**src/rtl/uart_write_port.sv**
```systemverilog
// UART transmit port: small byte FIFO fed by the CPU write handshake,
// drained by an 8N1 serialiser driving the registered TX pin.
module uart_write_port #(
    parameter int CLKS_PER_BIT = 434,
    parameter int FIFO_DEPTH   = 4
) (
    input  logic       clk,
    input  logic       reset,
    input  logic       uartWriteReq,
    input  logic [7:0] uartWriteData,
    output logic       uartWriteReady,
    output logic       uartTx,
    output logic       uartTxBusy,
    output logic       uartTxOverflow
);
    localparam int CW = $clog2(CLKS_PER_BIT);
    localparam int AW = $clog2(FIFO_DEPTH);
    localparam logic [CW-1:0] LAST_TICK = CW'(CLKS_PER_BIT - 1);
    localparam logic [AW:0]   FULL      = (AW+1)'(FIFO_DEPTH);

    typedef enum logic [1:0] {IDLE, START, DATA, STOP} txState_t;

    logic [7:0]    fifoMem [FIFO_DEPTH];
    logic [AW-1:0] wrPtr, rdPtr;
    logic [AW:0]   count;
    txState_t      state, stateNext;
    logic [CW-1:0] bitCnt, bitCntNext;
    logic [2:0]    bitIdx, bitIdxNext;
    logic [7:0]    shift, shiftNext;
    logic [7:0]    head;
    logic          txNext, push, pop, lastTick;

    assign uartWriteReady = (count != FULL) && !reset;
    assign push           = uartWriteReq && uartWriteReady;
    assign head           = fifoMem[rdPtr];
    assign lastTick       = (bitCnt == LAST_TICK);
    assign uartTxBusy     = (state != IDLE) || (count != '0);

    always_ff @(posedge clk) begin
        if (push) fifoMem[wrPtr] <= uartWriteData;
    end

    always_ff @(posedge clk) begin
        if (reset) begin
            wrPtr          <= '0;
            rdPtr          <= '0;
            count          <= '0;
            uartTxOverflow <= 1'b0;
        end else begin
            if (push) wrPtr <= wrPtr + AW'(1);
            if (pop)  rdPtr <= rdPtr + AW'(1);
            case ({push, pop})
                2'b10:   count <= count + (AW+1)'(1);
                2'b01:   count <= count - (AW+1)'(1);
                default: count <= count;
            endcase
            if (uartWriteReq && !uartWriteReady) uartTxOverflow <= 1'b1;
        end
    end

    always_ff @(posedge clk) begin
        if (reset) begin
            state  <= IDLE;
            bitCnt <= '0;
            bitIdx <= '0;
            shift  <= '0;
            uartTx <= 1'b1;
        end else begin
            state  <= stateNext;
            bitCnt <= bitCntNext;
            bitIdx <= bitIdxNext;
            shift  <= shiftNext;
            uartTx <= txNext;
        end
    end

    // shift is consumed LSB first; tx is loaded one bit ahead so the pin stays registered
    always_comb begin
        stateNext  = state;
        bitCntNext = bitCnt;
        bitIdxNext = bitIdx;
        shiftNext  = shift;
        txNext     = uartTx;
        pop        = 1'b0;
        case (state)
            IDLE: begin
                txNext = 1'b1;
                if (count != '0) begin
                    pop        = 1'b1;
                    shiftNext  = head;
                    txNext     = 1'b0;
                    bitCntNext = '0;
                    stateNext  = START;
                end
            end
            START: begin
                if (lastTick) begin
                    bitCntNext = '0;
                    bitIdxNext = '0;
                    txNext     = shift[0];
                    stateNext  = DATA;
                end else begin
                    bitCntNext = bitCnt + CW'(1);
                end
            end
            DATA: begin
                if (lastTick) begin
                    bitCntNext = '0;
                    if (bitIdx == 3'd7) begin
                        txNext    = 1'b1;
                        stateNext = STOP;
                    end else begin
                        bitIdxNext = bitIdx + 3'd1;
                        shiftNext  = {1'b0, shift[7:1]};
                        txNext     = shift[1];
                    end
                end else begin
                    bitCntNext = bitCnt + CW'(1);
                end
            end
            STOP: begin
                if (lastTick) begin
                    bitCntNext = '0;
                    if (count != '0) begin
                        pop       = 1'b1;
                        shiftNext = head;
                        txNext    = 1'b0;
                        stateNext = START;
                    end else begin
                        txNext    = 1'b1;
                        stateNext = IDLE;
                    end
                end else begin
                    bitCntNext = bitCnt + CW'(1);
                end
            end
            default: stateNext = IDLE;
        endcase
    end
endmodule

```
**config.mk**
```make
export PLATFORM = sky130hd
export DESIGN_NAME = uart_write_port
export DESIGN_NICKNAME = d
export VERILOG_FILES = /design/src/rtl/uart_write_port.sv
export SDC_FILE = /design/constraint.sdc
export NUM_CORES = 1
export LEC_CHECK = 0
export ABC_CLOCK_PERIOD_IN_PS = 2900
export BUFFER_PORTS_ARGS = -buffer_cell sky130_fd_sc_hd__buf_2
export CAP_MARGIN = 20
export CELL_PAD_IN_SITES_DETAIL_PLACEMENT = 0
export CELL_PAD_IN_SITES_GLOBAL_PLACEMENT = 2
export CORE_MARGIN = 5
export CORE_UTILIZATION = 41
export CTS_CLUSTER_SIZE = 30
export DETAILED_ROUTE_END_ITERATION = 10
export PLACE_DENSITY = 0.77
export SLEW_MARGIN = 20
export SYNTH_ARGS = -nofsm -noshare
export SYNTH_HDL_FRONTEND = slang
export SYNTH_SLANG_ARGS = --single-unit
```
**constraint.sdc**
```tcl
create_clock -name clk -period 2.9 [get_ports clk]
set_input_delay 0.58 -clock clk [delete_from_list [all_inputs] [get_ports clk]]
set_output_delay 0.58 -clock clk [all_outputs]
set_load 0.01 [all_outputs]
```
==> flow_summary.html, run 1 <==
<table>
<tr><th>Metric</th><th>Value</th></tr>
<tr><th colspan="2">Run status</th></tr>
<tr><td>Result of the run</td><td>complete, no violations</td></tr>
<tr><th colspan="2">Global routing</th></tr>
<tr><td>Wire length of the first global-routing pass</td><td>9.89 mm</td></tr>
<tr><td>Remaining Overflow, GRT</td><td>0</td></tr>
<tr><td>GRT Overall Usage</td><td>14.1%</td></tr>
<tr><td>Initial antenna violation count</td><td>0</td></tr>
<tr><td>Maximum number of pins on one net before global-route repair</td><td>31</td></tr>
<tr><td>Number of global-route vias before repair</td><td>2052</td></tr>
<tr><th colspan="2">Timing</th></tr>
<tr><td>Final Worst Setup Slack</td><td>0.264 ns</td></tr>
<tr><td>Slew Limit Fails</td><td>0</td></tr>
<tr><td>Slew margin rel.</td><td>50.3%</td></tr>
<tr><td>Number of endpoints failing setup at the final stage</td><td>0</td></tr>
<tr><td>Final TNS setup</td><td>0 ns</td></tr>
<tr><td>Slew at the pin with the worst max-slew slack</td><td>0.746 ns</td></tr>
<tr><td>Setup repair after global routing missed its margin</td><td>false</td></tr>
<tr><td>Min Tclk post-route</td><td>2.64 ns</td></tr>
<tr><td>Worst hold slack</td><td>0.451 ns</td></tr>
<tr><td>Period utilization</td><td>90.9%</td></tr>
<tr><td>Worst-case clock skew</td><td>0.0100 ns</td></tr>
<tr><td>Number of hold-slack violations in the final timing report</td><td>0</td></tr>
<tr><td>Timing-limited maximum frequency</td><td>379 MHz</td></tr>
<tr><th colspan="2">Power</th></tr>
<tr><td>Peak supply drop</td><td>0.403 mV</td></tr>
<tr><td>Pleak</td><td>1.19 nW</td></tr>
<tr><td>Total power density per cell area</td><td>967 nW/um^2</td></tr>
<tr><th colspan="2">Synth</th></tr>
<tr><td>Post-Syn Instances</td><td>262</td></tr>
<tr><td>Flip-flop and latch count after synthesis</td><td>65</td></tr>
<tr><td>Number of distinct library cells after synthesis</td><td>50</td></tr>
<tr><td>Warning count from the yosys run</td><td>0</td></tr>
<tr><td>EDFF count, synth</td><td>32</td></tr>
<tr><td>Nets in the synthesized netlist</td><td>288</td></tr>
<tr><td>Fraction of registers with async set/reset</td><td>0%</td></tr>
<tr><td>Mean cell area of the mapped netlist</td><td>11.6 um^2</td></tr>
<tr><td>Top_reg_cell synth</td><td>sky130_fd_sc_hd__dfxtp_1</td></tr>
<tr><td>Sequential share of the synthesized area</td><td>53.3%</td></tr>
<tr><td>Synthesized area</td><td>3040 um^2</td></tr>
<tr><th colspan="2">Worst setup path</th></tr>
<tr><td>Data required time of the worst path</td><td>3.18 ns</td></tr>
<tr><td>Slack of the worst reg-to-reg path</td><td>0.26 ns</td></tr>
<tr><td>Arrival time reported for the critical path endpoint</td><td>2.91 ns</td></tr>
<tr><td>Largest fanout on the critical path</td><td>6</td></tr>
<tr><td>Startpoint class of the critical path</td><td>register</td></tr>
<tr><td>Classification of the worst setup path</td><td>reg -&gt; reg</td></tr>
<tr><td>Type of destination of the critical path</td><td>register</td></tr>
<tr><th colspan="2">Clocking</th></tr>
<tr><td>Post-cts hold buffer count</td><td>0</td></tr>
<tr><td>Worst-path clk slew</td><td>0.08 ns</td></tr>
<tr><td>CTS H-tree depth</td><td>3</td></tr>
<tr><td>Clk root buf</td><td>sky130_fd_sc_hd__clkbuf_8</td></tr>
<tr><td>TritonCTS clock tree</td><td>yes</td></tr>
<tr><td>CTS-repair resized insts</td><td>0</td></tr>
<tr><td>Clock buffer count from CTS</td><td>9</td></tr>
<tr><td>Clock latency at the later pin of the worst-skew pair</td><td>0.34 ns</td></tr>
<tr><td>Maximum number of buffers from clock root to sink</td><td>2</td></tr>
<tr><td>Number of setup buffers added after CTS</td><td>0</td></tr>
<tr><td>TritonCTS Sinks</td><td>65</td></tr>
<tr><th colspan="2">Finish</th></tr>
<tr><td>Final-layout fill cell count</td><td>705</td></tr>
<tr><td>Final std cell area, no fill</td><td>3410 um^2</td></tr>
<tr><td>Layout Nets</td><td>304</td></tr>
<tr><td>Storage element area</td><td>1620 um^2</td></tr>
<tr><td>Antenna diode count</td><td>0</td></tr>
<tr><td>Layout-stage area growth over the synthesis result</td><td>12.0%</td></tr>
<tr><td>Area taken by multi-input logic gates</td><td>1300 um^2</td></tr>
<tr><td>Layout cell share with drive strength beyond 1</td><td>18.7%</td></tr>
<tr><td>Final instance count without filler cells</td><td>382</td></tr>
<tr><th colspan="2">Routing</th></tr>
<tr><td>Number of violations reported at the end of detailed-routing iteration 0</td><td>114</td></tr>
<tr><td>Count of vias placed by the detailed router</td><td>2000</td></tr>
<tr><td>Wirelength, routed</td><td>5.83 mm</td></tr>
<tr><td>Number of optimization iterations in the first detailed-route pass</td><td>4</td></tr>
<tr><td>Detailed-route wire length per cell</td><td>15.3 um</td></tr>
<tr><td>Avg Vias per Cell</td><td>5.24</td></tr>
<tr><td>Antenna-violating nets left</td><td>0</td></tr>
<tr><td>Remaining routing DRC violations</td><td>0</td></tr>
<tr><th colspan="2">Placed design</th></tr>
<tr><td>Post-placement cell count</td><td>366</td></tr>
<tr><td>Area of placed instances</td><td>3200 um^2</td></tr>
<tr><td>Setup Slack @ Placement</td><td>0.275 ns</td></tr>
<tr><td>DPL Wire Length</td><td>4.05 mm</td></tr>
<tr><td>Gpl congestion</td><td>0.770</td></tr>
<tr><td>Number of buffer cells added on primary ports</td><td>14</td></tr>
<tr><th colspan="2">Floorplanning</th></tr>
<tr><td>Top-level port count</td><td>15</td></tr>
<tr><td>Initial Utilization</td><td>42.0%</td></tr>
<tr><td>Die Height</td><td>96.2 um</td></tr>
<tr><td>Die Wd</td><td>96.2 um</td></tr>
<tr><td># rows</td><td>31</td></tr>
<tr><td>Core region area</td><td>7250 um^2</td></tr>
<tr><td>Full die area</td><td>9250 um^2</td></tr>
<tr><th colspan="2">Worst hold path</th></tr>
<tr><td>Hold/Removal Path Class</td><td>in -&gt; reg</td></tr>
<tr><th colspan="2">Run</th></tr>
<tr><td>Max capacitance violation total</td><td>0</td></tr>
</table>
-- sequential cells by signal, summed over array words and instances (netlist names), named ones only --
signal          flops
fifoMem            32
bitCnt              9
shift               8
bitIdx              3
count               3
rdPtr               2
state               2
wrPtr               2
uartTx              1
uartTxOverflow      1
-- logic make-up after synthesis --
family                   count (synthesis)  synth area share [%]
adder cells (fa/ha/maj)                 15                  6.41
AND/OR/NAND/NOR                         71                  12.3
multiplexers                            18                  9.54
buffers and inverters                   28                  3.99
flip-flops                              65                  53.3
AO/OA/AOI/OAI                           61                  13.3
XOR/XNOR                                 4                  1.15
-- critical path, cell delays in order (launching register included) --
cell                      delay [ns]
sky130_fd_sc_hd__dfxtp_1        0.41
sky130_fd_sc_hd__ha_1           0.20
sky130_fd_sc_hd__and4b_1        0.37
sky130_fd_sc_hd__a31oi_1        0.19
sky130_fd_sc_hd__nor3_1         0.17
sky130_fd_sc_hd__ha_1           0.21
sky130_fd_sc_hd__inv_1          0.06
sky130_fd_sc_hd__fa_1           0.37
sky130_fd_sc_hd__xor2_1         0.16
sky130_fd_sc_hd__or3_1          0.30
sky130_fd_sc_hd__a21oi_1        0.14
-- power by group --
group / switching, mW / total (mW) / internal [mW] / leakage [nW]
Combinational: 0.741 / 1.25 / 0.505 / 0.531
Clock: 0.398 / 0.813 / 0.415 / 0.103
Sequential: 0.118 / 1.24 / 1.12 / 0.559
Total: 1.26 / 3.30 / 2.04 / 1.19
-- synth_stat cells, types with 2 or more instances --
| cell | instances | share of area, % |
|---|---|---|
| sky130_fd_sc_hd__a32oi_1 | 2 | 0.58 |
| sky130_fd_sc_hd__nand2_1 | 11 | 1.4 |
| sky130_fd_sc_hd__and3_1 | 2 | 0.41 |
| sky130_fd_sc_hd__nand4b_1 | 2 | 0.58 |
| sky130_fd_sc_hd__dfxtp_1 | 33 | 22 |
| sky130_fd_sc_hd__nor3_1 | 7 | 1.2 |
| sky130_fd_sc_hd__a31oi_1 | 6 | 1.2 |
| sky130_fd_sc_hd__ha_1 | 14 | 5.8 |
| sky130_fd_sc_hd__o31ai_1 | 9 | 2.2 |
| sky130_fd_sc_hd__edfxtp_1 | 32 | 32 |
| sky130_fd_sc_hd__xor2_1 | 2 | 0.58 |
| sky130_fd_sc_hd__a311oi_1 | 2 | 0.58 |
| sky130_fd_sc_hd__o21ai_0 | 5 | 0.82 |
| sky130_fd_sc_hd__buf_2 | 4 | 0.66 |
| sky130_fd_sc_hd__nand2b_1 | 2 | 0.41 |
| sky130_fd_sc_hd__nor2b_1 | 2 | 0.41 |
| sky130_fd_sc_hd__xnor2_1 | 2 | 0.58 |
| sky130_fd_sc_hd__mux2_2 | 8 | 3.0 |
| sky130_fd_sc_hd__nor2_1 | 18 | 2.2 |
| sky130_fd_sc_hd__clkbuf_1 | 7 | 0.86 |
| sky130_fd_sc_hd__a21oi_1 | 20 | 3.3 |
| sky130_fd_sc_hd__mux4_2 | 8 | 5.9 |
| sky130_fd_sc_hd__mux2i_1 | 2 | 0.66 |
| sky130_fd_sc_hd__or3_1 | 2 | 0.41 |
| sky130_fd_sc_hd__o211ai_1 | 3 | 0.74 |
| sky130_fd_sc_hd__inv_1 | 15 | 1.8 |
| sky130_fd_sc_hd__a211oi_1 | 2 | 0.49 |
| sky130_fd_sc_hd__nand3_1 | 12 | 2.0 |
| sky130_fd_sc_hd__and2_1 | 7 | 1.4 |
-- stage by stage --
| step | power [mW] | utilization [%] |
|---|---|---|
| detailed placement | 2.50 | 44.2 |
| global placement | 2.52 | 44.2 |
| global route | 3.54 | 47.0 |
| finish | 3.30 | 47.0 |
| CTS | 3.33 | 47.0 |
| floorplan | 2.19 | - |
-- layout make-up --
type,instances,share of cell area [%]
flip-flops and latches,65,47.5
multi-input cells,169,38.2
clock buffers,9,3.63
well taps,99,3.63
repair buffers,18,2.93
clock inverters,7,2.46
inverters,15,1.65
-- per-layer routing --
metal  vias to the layer above  wire, um  GRT usage (%)
met2                        21      2830           22.8
met3                         7       124           2.58
met5                         -         0              0
met1                       954      2790           18.3
li1                       1018         -              -
met4                         0        85           6.40
-- layout by cell type (no fill, tap or decap), drive strengths merged, types with 2 or more instances in the layout --
master,count
nand3,12
mux2,8
and2,7
o211ai,3
mux2i,2
clkbuf,9
dfxtp,33
nand4b,2
or3,2
o31ai,9
nand2,11
a311oi,2
a21oi,21
inv,20
and3,2
nor2,18
a211oi,2
nor3,7
mux4,8
ha,14
a32oi,2
nand2b,2
o21ai,6
nor2b,2
xor2,2
edfxtp,32
xnor2,2
a31oi,6
buf,18
-- worst paths after layout --
path                         start             to  cells past startpoint
setup reg to reg         bitCnt[0]       count[2]                     10
hold reg to reg             uartTx         uartTx                      1
hold / removal    uartWriteData[5]  fifoMem[1][5]                      1
setup / recovery         bitCnt[0]       count[2]                     10
(Power assumes the default switching activity.)
==> run 2: changes to the inputs <==
Settings changed: ABC_CLOCK_PERIOD_IN_PS 2900 to 3300, CORE_UTILIZATION 41 to 45, PLACE_DENSITY 0.77 to 0.83.
Clock period 2.9 ns to 3.3 ns, I/O delays scaled along.
==> run 2 against run 1 <==
Effect of this change:
- critical path depth stayed put
- global-route usage is 0.77 points higher
- sequential power is 12% lower
- largest cell class unchanged
- largest power group is now registers
- non-clock buffer count is 2 lower
- via count is 1.0% lower
- flip-flop and latch count stayed put
==> flow_summary.html, run 2 (synthesis gave the netlist of run 1 again) <==
<table>
<tr><th>Metric</th><th>Value</th></tr>
<tr><th colspan="2">Run status</th></tr>
<tr><td>Result of the run</td><td>complete, no violations</td></tr>
<tr><th colspan="2">Power</th></tr>
<tr><td>Power share of the clock group</td><td>26.6%</td></tr>
<tr><td>Sequential share of power</td><td>36.8%</td></tr>
<tr><td>Pint</td><td>1.86 mW</td></tr>
<tr><td>Pwr Total</td><td>2.97 mW</td></tr>
<tr><td>Total power density per cell area</td><td>875 nW/um^2</td></tr>
<tr><td>Pleak</td><td>1.19 nW</td></tr>
<tr><td>Net switching component of the power</td><td>1.11 mW</td></tr>
<tr><td>Logic gate share of total power</td><td>36.6%</td></tr>
<tr><td>Switching power share of the total</td><td>37.4%</td></tr>
<tr><td>Peak supply drop</td><td>0.471 mV</td></tr>
<tr><th colspan="2">Timing</th></tr>
<tr><td>Slew margin rel.</td><td>48.8%</td></tr>
<tr><td>Slew Limit Fails</td><td>0</td></tr>
<tr><td>Number of hold-slack violations in the final timing report</td><td>0</td></tr>
<tr><td>Timing-limited maximum frequency</td><td>377 MHz</td></tr>
<tr><td>Slew at the pin with the worst max-slew slack</td><td>0.768 ns</td></tr>
<tr><td>Worst-case clock skew</td><td>0.0125 ns</td></tr>
<tr><td>Final Worst Setup Slack</td><td>0.650 ns</td></tr>
<tr><td>Setup repair after global routing missed its margin</td><td>false</td></tr>
<tr><td>Min Tclk post-route</td><td>2.65 ns</td></tr>
<tr><td>Final TNS setup</td><td>0 ns</td></tr>
<tr><td>Period utilization</td><td>80.3%</td></tr>
<tr><td>Number of endpoints failing setup at the final stage</td><td>0</td></tr>
<tr><td>Worst hold slack</td><td>0.469 ns</td></tr>
<tr><th colspan="2">Routing</th></tr>
<tr><td>Count of vias placed by the detailed router</td><td>1980</td></tr>
<tr><td>Remaining routing DRC violations</td><td>0</td></tr>
<tr><td>Number of violations reported at the end of detailed-routing iteration 0</td><td>91</td></tr>
<tr><td>Antenna-violating nets left</td><td>0</td></tr>
<tr><td>Avg Vias per Cell</td><td>5.48</td></tr>
<tr><td>Number of optimization iterations in the first detailed-route pass</td><td>4</td></tr>
<tr><td>Detailed-route wire length per cell</td><td>15.8 um</td></tr>
<tr><td>Wirelength, routed</td><td>5.70 mm</td></tr>
<tr><th colspan="2">Floorplanning</th></tr>
<tr><td># rows</td><td>30</td></tr>
<tr><td>Die Height</td><td>92.3 um</td></tr>
<tr><td>Die Wd</td><td>92.3 um</td></tr>
<tr><td>Initial Utilization</td><td>45.6%</td></tr>
<tr><td>Core region area</td><td>6680 um^2</td></tr>
<tr><td>Full die area</td><td>8510 um^2</td></tr>
<tr><td>Top-level port count</td><td>15</td></tr>
<tr><th colspan="2">Global routing</th></tr>
<tr><td>Wire length of the first global-routing pass</td><td>9.84 mm</td></tr>
<tr><td>Number of global-route vias before repair</td><td>1977</td></tr>
<tr><td>Initial antenna violation count</td><td>0</td></tr>
<tr><td>GRT Overall Usage</td><td>14.9%</td></tr>
<tr><td>Remaining Overflow, GRT</td><td>0</td></tr>
<tr><td>Maximum number of pins on one net before global-route repair</td><td>31</td></tr>
<tr><th colspan="2">Placed design</th></tr>
<tr><td>Post-placement cell count</td><td>345</td></tr>
<tr><td>Area of placed instances</td><td>3160 um^2</td></tr>
<tr><td>Setup Slack @ Placement</td><td>0.692 ns</td></tr>
<tr><td>Gpl congestion</td><td>0.747</td></tr>
<tr><td>DPL Wire Length</td><td>3.92 mm</td></tr>
<tr><td>Number of buffer cells added on primary ports</td><td>14</td></tr>
<tr><th colspan="2">Finish</th></tr>
<tr><td>Biggest regs</td><td>fifoMem (32), bitCnt (9), shift (8)</td></tr>
<tr><td>Layout cell share with drive strength beyond 1</td><td>18.1%</td></tr>
<tr><td>Final std cell area, no fill</td><td>3400 um^2</td></tr>
<tr><td>Final-layout fill cell count</td><td>625</td></tr>
<tr><td>Layout-stage area growth over the synthesis result</td><td>11.5%</td></tr>
<tr><td>Antenna diode count</td><td>0</td></tr>
<tr><td>Reg with most FFs</td><td>fifoMem</td></tr>
<tr><td>Utilization of the core after routing</td><td>50.8%</td></tr>
<tr><td>Layout Nets</td><td>302</td></tr>
<tr><td>Number of flip-flops under the largest register name</td><td>32</td></tr>
<tr><td>Most common library cell in the layout ignoring fill and taps</td><td>sky130_fd_sc_hd__dfxtp_1</td></tr>
<tr><td>Most frequent cells in the layout</td><td>33 x sky130_fd_sc_hd__dfxtp_1, 32 x sky130_fd_sc_hd__edfxtp_1, 20 x sky130_fd_sc_hd__a21oi_1</td></tr>
<tr><td>Final instance count without filler cells</td><td>361</td></tr>
<tr><th colspan="2">Clocking</th></tr>
<tr><td>Clk root buf</td><td>sky130_fd_sc_hd__clkbuf_8</td></tr>
<tr><td>TritonCTS Sinks</td><td>65</td></tr>
<tr><td>Post-cts hold buffer count</td><td>0</td></tr>
<tr><td>CTS H-tree depth</td><td>3</td></tr>
<tr><td>CTS-repair resized insts</td><td>0</td></tr>
<tr><td>Clock latency at the later pin of the worst-skew pair</td><td>0.34 ns</td></tr>
<tr><td>Worst-path clk slew</td><td>0.09 ns</td></tr>
<tr><td>Maximum number of buffers from clock root to sink</td><td>2</td></tr>
<tr><td>TritonCTS clock tree</td><td>yes</td></tr>
<tr><td>Clock buffer count from CTS</td><td>9</td></tr>
<tr><td>Number of setup buffers added after CTS</td><td>0</td></tr>
<tr><th colspan="2">Worst hold path</th></tr>
<tr><td>Hold/Removal Path Class</td><td>reg -&gt; reg</td></tr>
<tr><td>Sink of the worst hold path</td><td>shift[3]</td></tr>
<tr><td>Startpoint of the worst hold path</td><td>shift[3]</td></tr>
<tr><td>Number of cells on the worst hold path</td><td>2</td></tr>
<tr><th colspan="2">Worst setup path</th></tr>
<tr><td>Largest fanout on the critical path</td><td>6</td></tr>
<tr><td>Arrival time reported for the critical path endpoint</td><td>2.92 ns</td></tr>
<tr><td>Worst flop-to-flop path startpoint</td><td>bitCnt[0]</td></tr>
<tr><td>CP Launch Point</td><td>bitCnt[0]</td></tr>
<tr><td>Startpoint class of the critical path</td><td>register</td></tr>
<tr><td>Reg2Reg Depth</td><td>10</td></tr>
<tr><td>Slack of the worst reg-to-reg path</td><td>0.65 ns</td></tr>
<tr><td>Type of destination of the critical path</td><td>register</td></tr>
<tr><td>Classification of the worst setup path</td><td>reg -&gt; reg</td></tr>
<tr><td>Destination of the worst register-to-register timing path</td><td>count[2]</td></tr>
<tr><td>Data required time of the worst path</td><td>3.57 ns</td></tr>
<tr><th colspan="2">Run</th></tr>
<tr><td>Max capacitance violation total</td><td>0</td></tr>
</table>
-- run 2: layout make-up --
| cell class | instances | area [um^2] | area share [%] |
|---|---|---|---|
| Sequential cell | 65 | 1620 | 47.8 |
| Multi-Input combinational cell | 169 | 1300 | 38.3 |
| Clock buffer | 9 | 124 | 3.65 |
| Clock inverter | 7 | 108 | 3.17 |
| Tap cell | 80 | 100 | 2.95 |
| Timing Repair Buffer | 16 | 85.1 | 2.51 |
| Inverter | 15 | 56.3 | 1.66 |
-- run 2: worst max-delay path by stage --
| stage | end | slack, ns | cells past startpoint |
|---|---|---|---|
| floorplan | count[2] | 0.92 | 11 |
| global placement | count[2] | 0.74 | 10 |
| detailed placement | count[2] | 0.69 | 10 |
| CTS | count[2] | 0.65 | 10 |
| global route | count[2] | 0.44 | 10 |
| finish | count[2] | 0.65 | 10 |
-- run 2: worst max-delay path: stages, from the launching register on --
cell                      delay (ns)
sky130_fd_sc_hd__dfxtp_1        0.40
sky130_fd_sc_hd__ha_1           0.18
sky130_fd_sc_hd__and4b_1        0.37
sky130_fd_sc_hd__a31oi_1        0.20
sky130_fd_sc_hd__nor3_1         0.20
sky130_fd_sc_hd__ha_1           0.21
sky130_fd_sc_hd__inv_1          0.06
sky130_fd_sc_hd__fa_1           0.37
sky130_fd_sc_hd__xor2_1         0.16
sky130_fd_sc_hd__or3_1          0.30
sky130_fd_sc_hd__a21oi_1        0.13
-- run 2: power groups by stage --
stage	Clock (mW)	Combinational, mW	Sequential (mW)
detailed placement	0	1.08	1.11
finish	0.790	1.09	1.09
floorplan	0	0.854	1.07
CTS	0.807	1.09	1.09
global route	0.853	1.22	1.12
global placement	0	1.09	1.11
-- run 2: layer usage --
metal,global-route usage (%),wire (um),up-vias,part of all wire [%]
met1,19.8,2800,936,49
li1,-,-,1010,-
met5,0,0,-,0
met4,6.81,115,0,2.0
met3,3.45,149,12,2.6
met2,23.1,2640,22,46
